[src/rtl/octave_selector_if.sv]
// Key inputs and scale/LED outputs of the octave selector, bundled for the board top.
interface octave_selector_if #(
    parameter int SCALE_W = 8
);
    logic               key_up_n;
    logic               key_dn_n;
    logic [SCALE_W-1:0] scale;
    logic [7:0]         led;
    logic               step_pulse;
    logic               at_limit;

    modport master (
        output key_up_n, key_dn_n,
        input  scale, led, step_pulse, at_limit
    );

    modport slave (
        input  key_up_n, key_dn_n,
        output scale, led, step_pulse, at_limit
    );
endinterface

[src/rtl/octave_selector.sv]
// Two-key octave/scale selector with debounce, hold-to-repeat and a both-keys "home" gesture.
// Output pipeline: tick edge -> FSM decision edge -> scale/led/strobe edge.
module octave_selector #(
    parameter int SAMPLE_COUNT     = 9375000,
    parameter int DEBOUNCE_SAMPLES = 2,
    parameter int REPEAT_SAMPLES   = 8,
    parameter int SCALE_W          = 8,
    parameter int MIN_SCALE        = 1,
    parameter int MAX_SCALE        = 5,
    parameter int RESET_SCALE      = 1,
    parameter int WRAP             = 1,
    parameter int LED_MODE         = 0
) (
    input  logic              clk,
    input  logic              reset_n,
    octave_selector_if.slave  bus
);
    localparam int TW  = (SAMPLE_COUNT > 1) ? $clog2(SAMPLE_COUNT) : 1;
    localparam int RW  = $clog2(REPEAT_SAMPLES + 2);
    localparam int SW1 = SCALE_W + 1;

    if (RESET_SCALE < MIN_SCALE || RESET_SCALE > MAX_SCALE || MIN_SCALE > MAX_SCALE) begin : g_bad_reset
        $error("RESET_SCALE must lie within MIN_SCALE..MAX_SCALE");
    end
    if (LED_MODE == 1 && (MAX_SCALE - MIN_SCALE + 1) > 8) begin : g_bad_led
        $error("thermometer LED mode needs MAX_SCALE-MIN_SCALE+1 <= 8");
    end
    if (SAMPLE_COUNT < 2 || DEBOUNCE_SAMPLES < 1 || DEBOUNCE_SAMPLES > 15 ||
        MAX_SCALE >= (1 << SCALE_W)) begin : g_bad_range
        $error("SAMPLE_COUNT, DEBOUNCE_SAMPLES or MAX_SCALE out of range");
    end

    typedef enum logic [1:0] {IDLE, UP_HOLD, DN_HOLD, BOTH} state_t;
    typedef enum logic [1:0] {CMD_NONE, CMD_UP, CMD_DN, CMD_HOME} cmd_t;

    function automatic logic [7:0] led_image(input logic [SCALE_W-1:0] v);
        logic [7:0] img;
        img = 8'(v);
        if (LED_MODE == 1) begin
            for (int i = 0; i < 8; i++) img[i] = ({1'b0, v} >= SW1'(MIN_SCALE + i));
        end
        return img;
    endfunction

    function automatic logic is_limit(input logic [SCALE_W-1:0] v);
        return (v == SCALE_W'(MIN_SCALE)) || (v == SCALE_W'(MAX_SCALE));
    endfunction

    // Sample tick
    logic [TW-1:0] tick_cnt;
    logic          tick;
    logic          tick_d;

    assign tick = (tick_cnt == TW'(SAMPLE_COUNT - 1));

    // NOTE: all state uses non-blocking assignments so every register samples pre-edge values.
    always_ff @(posedge clk or negedge reset_n) begin
        if (!reset_n) begin
            tick_cnt <= '0;
            tick_d   <= 1'b0;
        end else begin
            tick_d   <= tick;
            tick_cnt <= tick ? '0 : tick_cnt + 1'b1;
        end
    end

    // Debounce, index 0 = up, 1 = down; 1 means pressed
    logic [1:0] raw;
    logic [1:0] db;
    logic [3:0] db_cnt [2];

    assign raw = {~bus.key_dn_n, ~bus.key_up_n};

    always_ff @(posedge clk or negedge reset_n) begin
        if (!reset_n) begin
            db <= 2'b00;
            // NOTE: this small counter array is reset explicitly; it is control state, not storage.
            for (int k = 0; k < 2; k++) db_cnt[k] <= '0;
        end else if (tick) begin
            for (int k = 0; k < 2; k++) begin
                if (raw[k] != db[k]) begin
                    if (db_cnt[k] == 4'(DEBOUNCE_SAMPLES - 1)) begin
                        db[k]     <= raw[k];
                        db_cnt[k] <= '0;
                    end else begin
                        db_cnt[k] <= db_cnt[k] + 1'b1;
                    end
                end else begin
                    db_cnt[k] <= '0;
                end
            end
        end
    end

    // Key FSM: decides once per tick, in the cycle after the debounced state settles
    state_t        state;
    cmd_t          cmd;
    logic [RW-1:0] rep_cnt;
    logic          up;
    logic          dn;

    assign up = db[0];
    assign dn = db[1];

    always_ff @(posedge clk or negedge reset_n) begin
        if (!reset_n) begin
            state   <= IDLE;
            cmd     <= CMD_NONE;
            rep_cnt <= '0;
        end else begin
            cmd <= CMD_NONE;
            if (tick_d) begin
                case (state)
                    IDLE: begin
                        rep_cnt <= '0;
                        if (up && dn) begin
                            cmd   <= CMD_HOME;
                            state <= BOTH;
                        end else if (up) begin
                            cmd   <= CMD_UP;
                            state <= UP_HOLD;
                        end else if (dn) begin
                            cmd   <= CMD_DN;
                            state <= DN_HOLD;
                        end
                    end
                    UP_HOLD, DN_HOLD: begin
                        if ((state == UP_HOLD) ? dn : up) begin
                            cmd     <= CMD_HOME;
                            state   <= BOTH;
                            rep_cnt <= '0;
                        end else if (!((state == UP_HOLD) ? up : dn)) begin
                            state   <= IDLE;
                            rep_cnt <= '0;
                        end else if (REPEAT_SAMPLES != 0) begin
                            if (rep_cnt == RW'(REPEAT_SAMPLES - 1)) begin
                                cmd     <= (state == UP_HOLD) ? CMD_UP : CMD_DN;
                                rep_cnt <= '0;
                            end else begin
                                rep_cnt <= rep_cnt + 1'b1;
                            end
                        end
                    end
                    default: begin
                        if (!up && !dn) begin
                            state   <= IDLE;
                            rep_cnt <= '0;
                        end
                    end
                endcase
            end
        end
    end

    // Step arithmetic, one bit wider than the scale so +1 at the top cannot overflow
    logic [SCALE_W-1:0] scale_q;
    logic [SCALE_W-1:0] next_scale;
    logic [SW1-1:0]     wide;
    logic [7:0]         led_q;
    logic               pulse_q;
    logic               limit_q;

    // NOTE: defaults first so no path through the case leaves next_scale unassigned (no latch).
    always_comb begin
        wide       = {1'b0, scale_q};
        next_scale = scale_q;
        case (cmd)
            CMD_UP:   if (wide >= SW1'(MAX_SCALE)) next_scale = (WRAP != 0) ? SCALE_W'(MIN_SCALE) : scale_q;
                      else                         next_scale = SCALE_W'(wide + 1'b1);
            CMD_DN:   if (wide <= SW1'(MIN_SCALE)) next_scale = (WRAP != 0) ? SCALE_W'(MAX_SCALE) : scale_q;
                      else                         next_scale = SCALE_W'(wide - 1'b1);
            CMD_HOME: next_scale = SCALE_W'(RESET_SCALE);
            default:  next_scale = scale_q;
        endcase
    end

    always_ff @(posedge clk or negedge reset_n) begin
        if (!reset_n) begin
            scale_q <= SCALE_W'(RESET_SCALE);
            led_q   <= led_image(SCALE_W'(RESET_SCALE));
            limit_q <= is_limit(SCALE_W'(RESET_SCALE));
            pulse_q <= 1'b0;
        end else begin
            scale_q <= next_scale;
            led_q   <= led_image(next_scale);
            limit_q <= is_limit(next_scale);
            pulse_q <= (next_scale != scale_q);
        end
    end

    assign bus.scale      = scale_q;
    assign bus.led        = led_q;
    assign bus.step_pulse = pulse_q;
    assign bus.at_limit   = limit_q;
endmodule
[src/flat_wrapper.sv]
// flat-port wrapper written by rule: the top's interface ports become plain ports
module octave_selector_flat 
#(
    parameter int SAMPLE_COUNT     = 9375000,
    parameter int DEBOUNCE_SAMPLES = 2,
    parameter int REPEAT_SAMPLES   = 8,
    parameter int SCALE_W          = 8,
    parameter int MIN_SCALE        = 1,
    parameter int MAX_SCALE        = 5,
    parameter int RESET_SCALE      = 1,
    parameter int WRAP             = 1,
    parameter int LED_MODE         = 0
)
  (clk, reset_n, bus_key_up_n, bus_key_dn_n, bus_scale, bus_led, bus_step_pulse, bus_at_limit);
  octave_selector_if #(.SCALE_W(SCALE_W)) bus_i ();
  input  logic clk;
  input  logic reset_n;
  input wire logic [$bits(bus_i.key_up_n)-1:0] bus_key_up_n;
  input wire logic [$bits(bus_i.key_dn_n)-1:0] bus_key_dn_n;
  output wire logic [$bits(bus_i.scale)-1:0] bus_scale;
  output wire logic [$bits(bus_i.led)-1:0] bus_led;
  output wire logic [$bits(bus_i.step_pulse)-1:0] bus_step_pulse;
  output wire logic [$bits(bus_i.at_limit)-1:0] bus_at_limit;
  assign bus_i.key_up_n = bus_key_up_n;
  assign bus_i.key_dn_n = bus_key_dn_n;
  assign bus_scale = bus_i.scale;
  assign bus_led = bus_i.led;
  assign bus_step_pulse = bus_i.step_pulse;
  assign bus_at_limit = bus_i.at_limit;
  octave_selector #(.SAMPLE_COUNT(SAMPLE_COUNT), .DEBOUNCE_SAMPLES(DEBOUNCE_SAMPLES), .REPEAT_SAMPLES(REPEAT_SAMPLES), .SCALE_W(SCALE_W), .MIN_SCALE(MIN_SCALE), .MAX_SCALE(MAX_SCALE), .RESET_SCALE(RESET_SCALE), .WRAP(WRAP), .LED_MODE(LED_MODE)) u_core (.clk(clk), .reset_n(reset_n), .bus(bus_i));
endmodule
[config.mk]
export PLATFORM = sky130hd
export DESIGN_NAME = octave_selector_flat
export DESIGN_NICKNAME = d
export VERILOG_FILES = /design/src/rtl/octave_selector_if.sv /design/src/rtl/octave_selector.sv /design/src/flat_wrapper.sv
export SDC_FILE = /design/constraint.sdc
export NUM_CORES = 1
export LEC_CHECK = 0
export BUFFER_PORTS_ARGS = -buffer_cell sky130_fd_sc_hd__buf_2
export CORE_ASPECT_RATIO = 1.5
export CORE_MARGIN = 3
export CORE_UTILIZATION = 54
export DETAILED_ROUTE_END_ITERATION = 10
export MAX_ROUTING_LAYER = met4
export PLACE_DENSITY = 0.88
export SLEW_MARGIN = 25
export SYNTH_ARGS = -nofsm -noshare
export SYNTH_HDL_FRONTEND = slang
export SYNTH_SLANG_ARGS = --single-unit
[constraint.sdc]
create_clock -name clk -period 2.2 [get_ports clk]
set_clock_uncertainty 0.15 [all_clocks]
set_input_delay 0.33 -clock clk [delete_from_list [all_inputs] [get_ports clk]]
set_output_delay 0.33 -clock clk [all_outputs]
set_load 0.05 [all_outputs]
# Word level (Yosys, flattened, before mapping)
# Index checks and enable logic that the tools add are counted.
[classes]
eq_ne = 16
reduce_logical = 12
add_sub_neg = 6
bitwise_logic = 2
n_lt_le_gt_ge = 2
muxes = 31
[op_table]
columns = ["cell", "n"]
rows = [
  ["2-to-1 mux 4 bit", 8],
  ["2-to-1 mux 2 bit", 14],
  ["adder 24 x 1 -> 24 bit (second input constant)", 1],
  ["equality test 24 bit (second input constant)", 1],
  ["2-to-1 mux 24 bit", 1],
  ["case mux 8 bit (3 select lines)", 1],
  ["2-to-1 mux 8 bit", 2],
  ["adder 4 x 1 -> 4 bit (second input constant)", 3],
  ["adder 8 x 1 -> 8 bit (second input constant)", 1],
  ["equality test 4 x 1 -> 1 bit (second input constant)", 2],
  ["equality test 8 x 1 -> 1 bit (second input constant)", 1],
  ["equality test 8 x 3 -> 1 bit (second input constant)", 1],
  ["greater-or-equal comparator 8 x 3 -> 1 bit (second input constant)", 1],
  ["<= comparator 8 x 1 -> 1 bit (second input constant)", 1],
  ["!= test 8 bit", 1],
  ["case mux 2 bit (2 select lines)", 2],
  ["case mux 4 bit (2 select lines)", 1],
  ["subtractor 8 x 1 -> 8 bit (second input constant)", 1],
  ["equality test 2 bit (second input constant)", 3],
  ["AND reduction 3 bit", 2],
  ["equality test 2 x 1 -> 1 bit (second input constant)", 2],
  ["equality test 4 x 3 -> 1 bit (second input constant)", 1],
  ["!= test 4 x 1 -> 1 bit (second input constant)", 1],
  ["AND reduction 4 bit", 1],
  ["11 further kinds", 16],
]
[word_totals]
input_bits = 4
ff_bits = 53

# Longest topological paths before layout
# Gate-level depths: netlist (run 1).
[logic_depth]
depth_word = 7
ltp_mapped = 8
depth_no_buf = 7

# Least setup slack after synthesis (run 1)
# Ideal clock, no wire load.
[synth_timing]
path_kind = "reg2reg"
from = "reg u_core.scale_q[1], in the netlist u_core.bus.scale[1]"
to = "reg u_core.limit_q, in the netlist u_core.bus.at_limit"
arrival_ps = 2320
n_path_buf = 0
setup_ps = 79
setup_slack_ps = -349
path_stages_with_launch = 8
path_cell_list = "dfrtp_1 inv_1 ha_1 or3b_2 or4_1 a21oi_1 a211oi_1 and4b_1"
[synth_between]
elab_chain_len = 5
elab_cells_between_ends = 10
classes_between = "add/sub (2); order compare (2); eq/ne (2); mux (3); reduce/logical (1)"
[synth_lines]
columns = ["element", "line_no", "text"]
rows = [
  ["from (decl)", "octave_selector.sv:156", "logic [SCALE_W-1:0] scale_q;"],
  ["from (signal assigned)", "octave_selector.sv:179", "scale_q <= SCALE_W'(RESET_SCALE);"],
  ["from (signal assigned)", "octave_selector.sv:184", "scale_q <= next_scale;"],
  ["subtractor 8 x 1 -> 8 bit, or another cell as far along", "octave_selector.sv:171", "else next_scale = SCALE_W'(wide - 1'b1);"],
  ["2-to-1 mux 8 bit (on tied branches)", "octave_selector.sv:170, octave_selector.sv:168", ""],
  ["case mux 8 bit (3 select lines) *", "octave_selector.sv:167", "case (cmd)"],
  ["equality test 8 x 1 -> 1 bit or equality test 8 x 3 -> 1 bit (tied branches)", "octave_selector.sv:46", "return (v == SCALE_W'(MIN_SCALE)) || (v == SCALE_W'(MAX_SCALE));"],
  ["logical OR 1 bit *", "octave_selector.sv:46", ""],
  ["to (signal assigned)", "octave_selector.sv:181", "limit_q <= is_limit(SCALE_W'(RESET_SCALE));"],
  ["to (signal assigned)", "octave_selector.sv:186", "limit_q <= is_limit(next_scale);"],
  ["to (decl)", "octave_selector.sv:161", "logic limit_q;"],
]
# Mark *: on every way between the ends. The rest lies on a longest branch, timed or not.
# A chain may end at the register's enable or synchronous reset.

# Worst setup path after layout (run 1)
[layout_timing]
from = "reg u_core.tick_cnt[5]"
to = "reg u_core.db_cnt[3] in the netlist's numbering"
[layout_between]
elab_chain_len = 1
[layout_lines]
columns = ["element", "line_no", "text"]
rows = [
  ["from (decl)", "octave_selector.sv:50", "logic [TW-1:0] tick_cnt;"],
  ["from (signal assigned)", "octave_selector.sv:63", "tick_cnt <= tick ? '0 : tick_cnt + 1'b1;"],
  ["equality test 24 bit", "octave_selector.sv:54", "assign tick = (tick_cnt == TW'(SAMPLE_COUNT - 1));"],
  ["to (signal, indexed assignment)", "octave_selector.sv:86", "db_cnt[k] <= db_cnt[k] + 1'b1;"],
  ["to (decl)", "octave_selector.sv:70", "logic [3:0] db_cnt [2];"],
]
# No other way between the ends.

==> metrics.md, run 1 <==
| Metric | Value |
|---|---|
| Ant diodes | `0` |
| Slew margin rel. | `59.3%` |
| Post-Synthesis Cell Area | `3000 µm²` |
| Synth area leader | `dfrtp_1` |
| Worst Path Arrival | `2.28 ns` |
| Worst setup path end | `u_core.db_cnt[3]$_DFFE_PN0P_` |
| Simple-gate share of the synthesized area | `24.0%` |
| Mean Syn Cell Area | `9.42 µm²` |
| Status | `finished, violations left` |
| ANT nets after route | `0` |
| Max Cap Viol | `0` |
| Hold Violations, Final | `0` |
| Crit share post-route | `100%` |
| Drt drc | `0` |
| Post-synth EDFFs | `0` |
| Ys async rst share | `100%` |
| Distinct cell type count after synthesis | `55` |
| CP startpoint | `u_core.tick_cnt[5]$_DFF_PN0_` |
| Final RePlAce weighted congestion | `0.966` |
| Initial antenna violation count | `0` |
| CP max-delay cell | `or4_4` |
| Commonest non-fill, non-tap cells in the layout | `dfrtp_1, buf_4, nor2_1` |
| RSZ-0062 raised after global routing | `true` |
| Cell Int Power | `1.23 mW` |
| Slew Viols, Final | `0` |
| Net Sw Frac | `22.7%` |
| Worst r2r dst | `u_core.db_cnt[3]$_DFFE_PN0P_` |
| Cts bufs inserted | `5` |
| Clk Latency, worst-skew pair | `0.31 ns` |
| Site row count | `32` |
| Ys flop type | `dfrtp_1` |
| Switching power of the nets | `359 µW` |
| Final core occ | `68.1%` |
| GRT Util Overall | `22.8%` |
| Nets@finish | `382` |
| Post-route minimum period | `2.20 ns` |
| Failing checks | `negative setup slack` |
| Design Area, Final | `3570 µm²` |
| Initial core utilization | `57.1%` |
| Leading cell type in the layout, fill and taps excluded | `dfrtp_1` |
| Max VDD drop | `0.440 mV` |
| CP required | `2.27 ns` |
| Post-Synth Adder-Cell Area | `5.01%` |
| Power Dens Cells | `444 nW/µm²` |
| Synth Area in Compound Gates | `13.8%` |
| HPWL reported at the end of detailed placement | `5140 µm` |
| Clk Tree Root Cell | `clkbuf_8` |
| Layout cells sized above 1 | `26.2%` |
| Setup WS post-layout | `-0.00354 ns` |
| Top cell type's share of synthesized area | `42.6%` |
| Syn Inst Count | `318` |
| CTS Buffer Depth | `2` |
| FF-to-FF path depth | `4` |
| Seq cells post-synth | `53` |
| Seq pwr share | `62.3%` |
| Critical-path cell list | `or4b_1 > or4_4 > or2_4 > o31ai_2` |
| Core box area | `5250 µm²` |
| Placed insts | `423` |
| Sequential cell area fraction in the yosys report | `44.4%` |
| Synth top area cells | `dfrtp_1, ha_1, nor2_1` |
| Wire length of the first global-routing pass | `11300 µm` |
| Worst slew pin tran | `0.611 ns` |
| Total congestion overflow | `0` |
| Syn. warnings | `0` |
| R2R Path Start | `u_core.tick_cnt[5]$_DFF_PN0_` |
| CTS H-tree lvls | `2` |
| Worst-path maximum fanout | `8` |
| Top Ports | `22` |
| Vias in the first global route | `2596` |
| XOR/XNOR Fraction of Synth Area | `6.14%` |
| Clock slew at reported path FFs | `0.10 ns` |
| Routed WL per cell | `15.7 µm` |
| Vias | `2592` |
| Largest net degree at the start of global routing | `29` |
| Crit-path max cell delay | `0.59 ns` |
| Fillers | `404` |
| Total wire length | `6850 µm` |
| TritonCTS clock tree | `built` |
| DIE AREA | `6490 µm²` |
| P&R area growth vs syn | `19.3%` |
| Syn Nets | `334` |
| CTS Sinks | `53` |
| Vias per inst | `5.96` |
| Achievable frequency | `0.454 GHz` |
| Critical Path Start Type | `flop` |
| Die X | `66.8 µm` |
| Critical path type | `flop to flop` |
| R2R setup slack | `-0.004 ns` |
| LEAKAGE | `1.70 nW` |
| Buffers on Ports | `21` |
| Setup violators final | `1` |
| Clock share of power | `34.3%` |
| CP endpoint kind | `flop` |
| Post-Layout Cell Count | `435` |
| Hold WC Path Type | `primary input to flop` |
| Hold Path Depth | `2` |
| Post-synthesis mux area share | `2.05%` |
| Gate power share | `3.5%` |
| Largest family of logic cells by synthesized area | `simple AND/OR/NAND/NOR gates` |
| Initial DRC count | `180` |
| Die H | `97.2 µm` |
| Area after DPL | `3400 µm²` |
| DRT Pass-1 Iters | `4` |
repair_timing:
action,4_1_cts,5_1_grt
resized for setup,6,9
pin swaps,4,10
hold buffers,1,0
setup endpoints to repair,14,12
hold endpoints to repair,23,0
setup buffers,1,2
critical path, delay by kind of cell (launching register included):
kind,cells,cell delay [ns]
flip-flops,1,0.39
AND/OR/NAND/NOR,3,1.39
AO/OA/AOI/OAI,1,0.20
per-layer routing:
layer  GRT usage [%]  wire length [µm]  vias to the layer above
li1                -                 -                     1226
met1            23.7              2540                     1263
met3            3.36               333                       16
met4            10.3               165                        0
met2            40.9              3810                       87
met5               -                 0                        -
registers in the layout (all words and copies together) (netlist names):
name,flops
u_core.state,2
u_core.bus.at_limit,1
u_core.bus.scale,8
u_core.tick_d,1
u_core.tick_cnt,24
u_core.db,2
u_core.cmd,2
u_core.db_cnt,8
u_core.bus.step_pulse,1
u_core.rep_cnt,4
cell usage after synthesis, types with 7 or more instances:
cell       n
inv_1      9
clkbuf_1   8
buf_4      8
nand2_1   24
nand4_1    8
ha_1      12
xor2_1     9
a21oi_1    9
xnor2_1   12
o21ai_1   10
o21ai_0   17
dfrtp_1   51
nand2b_1   7
nor2_1    28
nand3_1   20
worst min-delay path by stage:
stage                 startpoint                             to  slack, ns
floorplan                reset_n  u_core.bus.scale[1]$_DFF_PN0_      -0.12
global placement         reset_n  u_core.bus.scale[2]$_DFF_PN0_       0.22
detailed placement       reset_n  u_core.bus.scale[2]$_DFF_PN0_       0.22
CTS                 bus_key_dn_n       u_core.db[1]$_DFFE_PN0P_       0.07
global route        bus_key_dn_n       u_core.db[1]$_DFFE_PN0P_       0.06
finish              bus_key_dn_n       u_core.db[1]$_DFFE_PN0P_       0.08
power groups by stage:
stage          combinational (mW)  clock [mW]  sequential, mW
5_1_grt                    0.0627       0.600           0.989
3_3_place_gp               0.0528           0            1.00
4_1_cts                    0.0563       0.562           0.987
6_report                   0.0550       0.543           0.987
2_1_floorplan              0.0245           0            1.00
3_5_place_dp               0.0547           0            1.01
layout make-up:
cell class,instances,area [µm²],area share [%]
Clock inverter,2,13.8,0.385
Multi-Input combinational cell,237,1600,44.9
Sequential cell,53,1340,37.4
Timing Repair Buffer,59,422,11.8
Clock buffer,6,72.6,2.03
Inverter,10,40.0,1.12
Tap cell,68,85.1,2.38
cell families (layout without fill, tap and decap cells):
logic type,count (synthesis),count (layout)
mux,6,6
fa+ha+maj,12,12
simple gates,134,134
flops,53,53
compound gates,64,64
buf+inv,28,77
xor+xnor,21,21
stage by stage:
stage	hold slack, ns	worst slack (ns)	total power [mW]	setup TNS [ns]
after floorplan	-0.116	-0.140	1.03	-0.140
after detailed placement	0.224	-0.111	1.06	-0.558
after global routing	0.0622	-0.0397	1.65	-0.184
final	0.0760	-0.00354	1.58	-0.00354
after global placement	0.221	-0.0645	1.06	-0.138
after CTS	0.0685	0.00234	1.60	0
Power figures use the tool's default switching activity.
==> run 2, diff against run 1 <==
- MAX_ROUTING_LAYER: met4 -> default
- SLEW_MARGIN: 25 -> 5
==> run 2 against run 1 <==
The run still ends with negative setup slack left; combinational power is essentially flat; maximum frequency barely moved; sequential cell count is the same.
==> metrics.md, run 2 (same netlist as run 1, synthesis figures left out) <==
| Metric | Value |
|---|---|
| Status | `finished, violations left (unchanged)` |
| Failing checks | `negative setup slack (unchanged)` |
| Nets@finish | `382 (unchanged)` |
| Post-Layout Cell Count | `435 (unchanged)` |
| Clock share of power | `34.5% (was 34.3%)` |
| Cell Int Power | `1.23 mW (about the same)` |
| TritonCTS clock tree | `built (unchanged)` |
| Switching power of the nets | `365 µW (was 359 µW)` |
| Multi-input gate area | `1600 µm² (unchanged)` |
| Die H | `97.2 µm (unchanged)` |
| RSZ-0062 raised after global routing | `true (unchanged)` |
| CP endpoint kind | `flop (unchanged)` |
| Max Cap Viol | `0 (unchanged)` |
| Layout cells sized above 1 | `26.2% (unchanged)` |
| Critical-path cell list | `or4b_1 > or4_4 > or2_4 > o31ai_2 (unchanged)` |
| DIE AREA | `6490 µm² (unchanged)` |
| Site row count | `32 (unchanged)` |
| Worst-path maximum fanout | `8 (unchanged)` |
| Total wire length | `6960 µm (was 6850 µm)` |
| Initial core utilization | `57.1% (unchanged)` |
| Fillers | `404 (unchanged)` |
| Setup WS post-layout | `-0.00415 ns (was -0.00354 ns)` |
| Met2 routed WL | `3840 µm (was 3810 µm)` |
| Most flop-heavy register | `u_core.tick_cnt (unchanged)` |
| Buffers on Ports | `21 (unchanged)` |
| CTS Buffer Depth | `2 (unchanged)` |
| Critical Path Start Type | `flop (unchanged)` |
| Initial antenna violation count | `0 (unchanged)` |
| Wire length of the first global-routing pass | `11300 µm (about the same)` |
| Register area | `1340 µm² (unchanged)` |
| Crit share post-route | `100% (about the same)` |
| Max reg flops | `24 (unchanged)` |
| Clk Latency, worst-skew pair | `0.31 ns (about the same)` |
| Vias per inst | `6.06 (was 5.96)` |
| Largest net degree at the start of global routing | `29 (unchanged)` |
| CTS Sinks | `53 (unchanged)` |
| Final RePlAce weighted congestion | `0.948 (was 0.966)` |
| Clock slew at reported path FFs | `0.10 ns (about the same)` |
| GRT Util Overall | `22.3% (was 22.8%)` |
| Critical path type | `flop to flop (unchanged)` |
| Top Ports | `22 (unchanged)` |
| Commonest non-fill, non-tap cells in the layout | `dfrtp_1, buf_4, nor2_1 (unchanged)` |
| Hold WC Path Type | `primary input to flop (unchanged)` |
| Leading cell type in the layout, fill and taps excluded | `dfrtp_1 (unchanged)` |
| P&R area growth vs syn | `19.3% (unchanged)` |
| Core box area | `5250 µm² (unchanged)` |
| Routed WL per cell | `16.0 µm (was 15.7 µm)` |
| Crit-path max cell delay | `0.59 ns (about the same)` |
| Worst Path Arrival | `2.28 ns (about the same)` |
| WL met3 | `370 µm (was 333 µm)` |
| Hold Violations, Final | `0 (unchanged)` |
| Slew margin rel. | `59.2% (was 59.3%)` |
| Setup violators final | `1 (unchanged)` |
| Post-route minimum period | `2.20 ns (about the same)` |
| Total congestion overflow | `0 (unchanged)` |
| Seq pwr share | `62.1% (was 62.3%)` |
| Drt drc | `0 (unchanged)` |
| Initial DRC count | `188 (was 180)` |
| CP required | `2.28 ns (was 2.27 ns)` |
| Hold Slack | `0.0713 ns (was 0.0760 ns)` |
| CTS H-tree lvls | `2 (unchanged)` |
| Power Dens Cells | `445 nW/µm² (was 444 nW/µm²)` |
| Placed insts | `423 (unchanged)` |
| Highest routed layer | `met4 (unchanged)` |
| Gate power share | `3.5% (about the same)` |
| Slew Viols, Final | `0 (unchanged)` |
| Worst slew pin tran | `0.612 ns (was 0.611 ns)` |
| R2R setup slack | `-0.004 ns (about the same)` |
| CP bufs+invs | `0 (unchanged)` |
| ANT nets after route | `0 (unchanged)` |
| Vias | `2638 (was 2592)` |
| Vias in the first global route | `2592 (was 2596)` |
| Place WS | `-0.111 ns (unchanged)` |
| Achievable frequency | `0.454 GHz (about the same)` |
| Clk Tree Root Cell | `clkbuf_8 (unchanged)` |
| DRT Pass-1 Iters | `5 (was 4)` |
| Met1 WL | `2560 µm (was 2540 µm)` |
| Die X | `66.8 µm (unchanged)` |
| Ant diodes | `0 (unchanged)` |
| LEAKAGE | `1.70 nW (unchanged)` |
| Cts bufs inserted | `5 (unchanged)` |
| Max VDD drop | `0.450 mV (was 0.440 mV)` |
| Top delay family on crit path | `simple AND/OR/NAND/NOR gates (unchanged)` |
| CP max-delay cell | `or4_4 (unchanged)` |
| HPWL reported at the end of detailed placement | `5140 µm (unchanged)` |
| Net Sw Frac | `22.9% (was 22.7%)` |
run 2: cell counts in the layout (fill, tap and decap cells not counted):
Identical to the previous run, type by type.
run 2: final timing paths:
| kind | start | endpoint | cells past startpoint |
|---|---|---|---|
| setup / recovery | u_core.tick_cnt[5]$_DFF_PN0_ | u_core.db_cnt[3]$_DFFE_PN0P_ | 4 |
| min in group asynchronous | reset_n | u_core.bus.scale[2]$_DFF_PN0_ | 2 |
| hold reg to reg | u_core.rep_cnt[3]$_DFFE_PN0P_ | u_core.rep_cnt[3]$_DFFE_PN0P_ | 1 |
| max in group asynchronous | reset_n | u_core.bus.scale[6]$_DFF_PN0_ | 3 |
| setup reg to reg | u_core.tick_cnt[5]$_DFF_PN0_ | u_core.db_cnt[3]$_DFFE_PN0P_ | 4 |
| hold / removal | bus_key_dn_n | u_core.db[1]$_DFFE_PN0P_ | 2 |
run 2: final cells by class:
| class | instances | share of cell area, % |
|---|---|---|
| clock buffers | 6 | 2.03 |
| multi-input cells | 237 | 44.9 |
| repair buffers | 59 | 11.8 |
| inverters | 10 | 1.12 |
| clock inverters | 2 | 0.385 |
| flip-flops and latches | 53 | 37.4 |
| well taps | 68 | 2.38 |
run 2: routing by layer:
metal	up-vias	global-route usage [%]
met5	-	0
met2	105	40.9
li1	1227	-
met3	21	3.36
met4	0	10.3
met1	1285	23.9
run 2: worst reg2reg max path, cell delays in order (launching register included):
cell and delay (ns):
dfrtp_1 0.39, or4b_1 0.53, or4_4 0.59, or2_4 0.27, o31ai_2 0.20
run 2: timing repair:
action | in CTS | in global routing
setup endpoints to repair | 14 | 12
resized for setup | 6 | 9
setup buffers | 1 | 2
pin swaps | 4 | 10
gates cloned | 0 | 0
endpoints found under the hold margin | 23 | 0
hold buffers | 1 | 0
run 2: stage by stage:
stage	power [mW]	utilization (%)	cell area [µm²]	setup TNS [ns]
after detailed placement	1.06	64.7	3400	-0.558
after global placement	1.06	64.7	3400	-0.138
final	1.59	68.1	3570	-0.00415
after CTS	1.60	67.2	3520	0
after floorplan	1.03	-	3050	-0.140
after global routing	1.65	68.1	3570	-0.184
run 2: power groups by stage:
stage / Sequential [mW] / Combinational (mW) / Clock [mW]
2_1_floorplan: 1.00 / 0.0245 / 0
3_5_place_dp: 1.01 / 0.0547 / 0
3_3_place_gp: 1.00 / 0.0528 / 0
4_1_cts: 0.987 / 0.0563 / 0.562
5_1_grt: 0.989 / 0.0627 / 0.600
6_report: 0.987 / 0.0551 / 0.549
==> run 3, diff against run 2 <==
--- a/config.mk
+++ b/config.mk
@@ -7,4 +7,5 @@
 export LEC_CHECK = 0
 export BUFFER_PORTS_ARGS = -buffer_cell sky130_fd_sc_hd__buf_2
+export CAP_MARGIN = 20
 export CORE_ASPECT_RATIO = 1.5
 export CORE_MARGIN = 3
--- a/constraint.sdc
+++ b/constraint.sdc
@@ -3,3 +3,3 @@
 set_input_delay 0.33 -clock clk [delete_from_list [all_inputs] [get_ports clk]]
 set_output_delay 0.33 -clock clk [all_outputs]
-set_load 0.05 [all_outputs]
+set_load 0.1 [all_outputs]
==> run 3 against run 2 <==
The flow still finishes with violations (negative setup slack); utilization rose by 3.6 points; critical path depth grew 1; via count down 0.23%; clock power is 23% higher; clock-buffer cell count grew 1; die area unchanged; highest routed layer unchanged.
==> metrics.md, run 3 (same netlist as run 1, synthesis figures left out) <==
| Metric | Value |
|---|---|
| Status | `finished, violations left (unchanged)` |
| Failing checks | `negative setup slack (unchanged)` |
| Max reg flops | `24 (unchanged)` |
| Die H | `97.2 µm (unchanged)` |
| LEAKAGE | `1.78 nW (was 1.70 nW)` |
| Final RePlAce weighted congestion | `0.938 (was 0.948)` |
| Core box area | `5250 µm² (unchanged)` |
| Crit-path max cell delay | `0.59 ns (about the same)` |
| Vias per inst | `5.91 (was 6.06)` |
| Setup WS post-layout | `-0.0217 ns (was -0.00415 ns)` |
| DIE AREA | `6490 µm² (unchanged)` |
| Clk Latency, worst-skew pair | `0.31 ns (about the same)` |
| CTS Sinks | `53 (unchanged)` |
| CP max-delay cell | `or4_4 (unchanged)` |
| Vias in the first global route | `2616 (was 2592)` |
| Ant diodes | `0 (unchanged)` |
| Commonest non-fill, non-tap cells in the layout | `buf_4, dfrtp_1, nor2_1 (was dfrtp_1, buf_4, nor2_1)` |
| Setup violators final | `3 (was 1)` |
| Buffers on Ports | `21 (unchanged)` |
| CTS H-tree lvls | `2 (unchanged)` |
| ANT nets after route | `0 (unchanged)` |
| DRT Pass-1 Iters | `4 (was 5)` |
| Slew Viols, Final | `0 (unchanged)` |
| Top Ports | `22 (unchanged)` |
| Cts bufs inserted | `5 (unchanged)` |
| Crit share post-route | `101% (was 100%)` |
| Clock slew at reported path FFs | `0.09 ns (was 0.10 ns)` |
| Hold WC Path Type | `primary input to flop (unchanged)` |
| Clk Tree Root Cell | `clkbuf_8 (unchanged)` |
| Top delay family on crit path | `simple AND/OR/NAND/NOR gates (unchanged)` |
| Most flop-heavy register | `u_core.tick_cnt (unchanged)` |
| HPWL reported at the end of detailed placement | `4810 µm (was 5140 µm)` |
| Die X | `66.8 µm (unchanged)` |
| Vias | `2632 (was 2638)` |
| Hold Slack | `0.0698 ns (was 0.0713 ns)` |
| Achievable frequency | `0.450 GHz (was 0.454 GHz)` |
| P&R area growth vs syn | `25.7% (was 19.3%)` |
| Worst-path maximum fanout | `7 (was 8)` |
| Nets@finish | `392 (was 382)` |
| Final core occ | `71.8% (was 68.1%)` |
| TritonCTS clock tree | `built (unchanged)` |
| Layout cells sized above 1 | `31.6% (was 26.2%)` |
| Max VDD drop | `0.621 mV (was 0.450 mV)` |
| Routed WL per cell | `16.2 µm (was 16.0 µm)` |
| Initial core utilization | `57.1% (unchanged)` |
| Total wire length | `7210 µm (was 6960 µm)` |
| CP required | `2.25 ns (was 2.28 ns)` |
| Critical path type | `flop to flop (unchanged)` |
| Leading cell type in the layout, fill and taps excluded | `buf_4 (was dfrtp_1)` |
| Post-route minimum period | `2.22 ns (was 2.20 ns)` |
| CP bufs+invs | `1 (was 0)` |
| Slew margin rel. | `66.1% (was 59.2%)` |
| RSZ-0062 raised after global routing | `true (unchanged)` |
| Worst slew pin tran | `0.509 ns (was 0.612 ns)` |
| Site row count | `32 (unchanged)` |
| Power Dens Cells | `459 nW/µm² (was 445 nW/µm²)` |
| Drt drc | `0 (unchanged)` |
| GRT Util Overall | `22.9% (was 22.3%)` |
| CTS Buffer Depth | `2 (unchanged)` |
| Hold Violations, Final | `0 (unchanged)` |
| Max Cap Viol | `0 (unchanged)` |
| Wire length of the first global-routing pass | `11700 µm (was 11300 µm)` |
| CP endpoint kind | `flop (unchanged)` |
| Critical Path Start Type | `flop (unchanged)` |
| Worst Path Arrival | `2.27 ns (was 2.28 ns)` |
| Largest net degree at the start of global routing | `26 (was 29)` |
| Total congestion overflow | `0 (unchanged)` |
| Initial antenna violation count | `0 (unchanged)` |
| Total power | `1.73 mW (was 1.59 mW)` |
| Initial DRC count | `184 (was 188)` |
| Critical-path cell list | `or4b_4 > or4_4 > buf_4 > o21ai_4 > o31ai_4 (was or4b_1 > or4_4 > or2_4 > o31ai_2)` |
==> run 3: changes by cell type in the layout (fill, tap and decap cells not counted), moves of 4 or more <==
cell / before / now
o21ai_1: 9 / 1
o21ai_2: 1 / 8
buf_4: 34 / 45
o31ai_4: 0 / 4
==> run 3: power by group <==
group	switching, mW	total (mW)	internal [mW]
Sequential	0.00993	0.989	0.979
Combinational	0.0401	0.0632	0.0231
Clock	0.307	0.678	0.371
Total	0.357	1.73	1.37
==> run 3: timing repair <==
action	CTS	global route
buffers inserted	4	2
hold endpoints to repair	20	0
hold buffers	1	0
pin swaps	5	10
gates resized for setup	9	22
setup endpoints to repair	9	23
==> run 3: metrics by stage <==
stage	instances	setup WS (ns)	setup TNS [ns]	area [µm²]
6_report	445	-0.0217	-0.0353	3760
5_1_grt	445	-0.111	-0.600	3760
4_1_cts	444	-0.0147	-0.0147	3650
3_5_place_dp	431	-0.0750	-0.188	3460
3_3_place_gp	431	-0.0255	-0.0278	3460
2_1_floorplan	318	-0.204	-0.308	3060
==> run 3: routing by layer <==
layer / vias up / global-route usage, % / part of all wire, %
li1: 1246 / - / -
met1: 1290 / 27.9 / 37
met2: 78 / 40.1 / 57
met3: 18 / 3.82 / 4.0
met4: 0 / 7.51 / 2.4
met5: - / 0 / 0
==> run 3: path summary, 6_finish.rpt <==
kind	start	slack, ns	to	cells after the start
min	bus_key_up_n	0.07	u_core.db[0]$_DFFE_PN0P_	2
max	u_core.tick_cnt[5]$_DFF_PN0_	-0.02	u_core.db_cnt[3]$_DFFE_PN0P_	5
max in group asynchronous	reset_n	0.84	u_core.tick_cnt[14]$_DFF_PN0_	4
max reg2reg	u_core.tick_cnt[5]$_DFF_PN0_	-0.02	u_core.db_cnt[3]$_DFFE_PN0P_	5
min in group asynchronous	reset_n	0.36	u_core.db_cnt[0]$_DFFE_PN0P_	2
min reg2reg	u_core.rep_cnt[3]$_DFFE_PN0P_	0.34	u_core.rep_cnt[3]$_DFFE_PN0P_	1
==> run 3: final cells by class <==
type                       instances  area (µm²)
inverter                          10        42.5
multi-input combinational        237        1690
timing repair buffer              69         484
clock inverter                     1        30.0
fill                             359        1480
clock buffer                       7        86.3
sequential                        53        1350
tap                               68        85.1
==> run 3: worst reg2reg max path: stages (launching register included) <==
cell	delay, ns
dfrtp_1	0.38
or4b_4	0.53
or4_4	0.59
buf_4	0.20
o21ai_4	0.17
o31ai_4	0.09
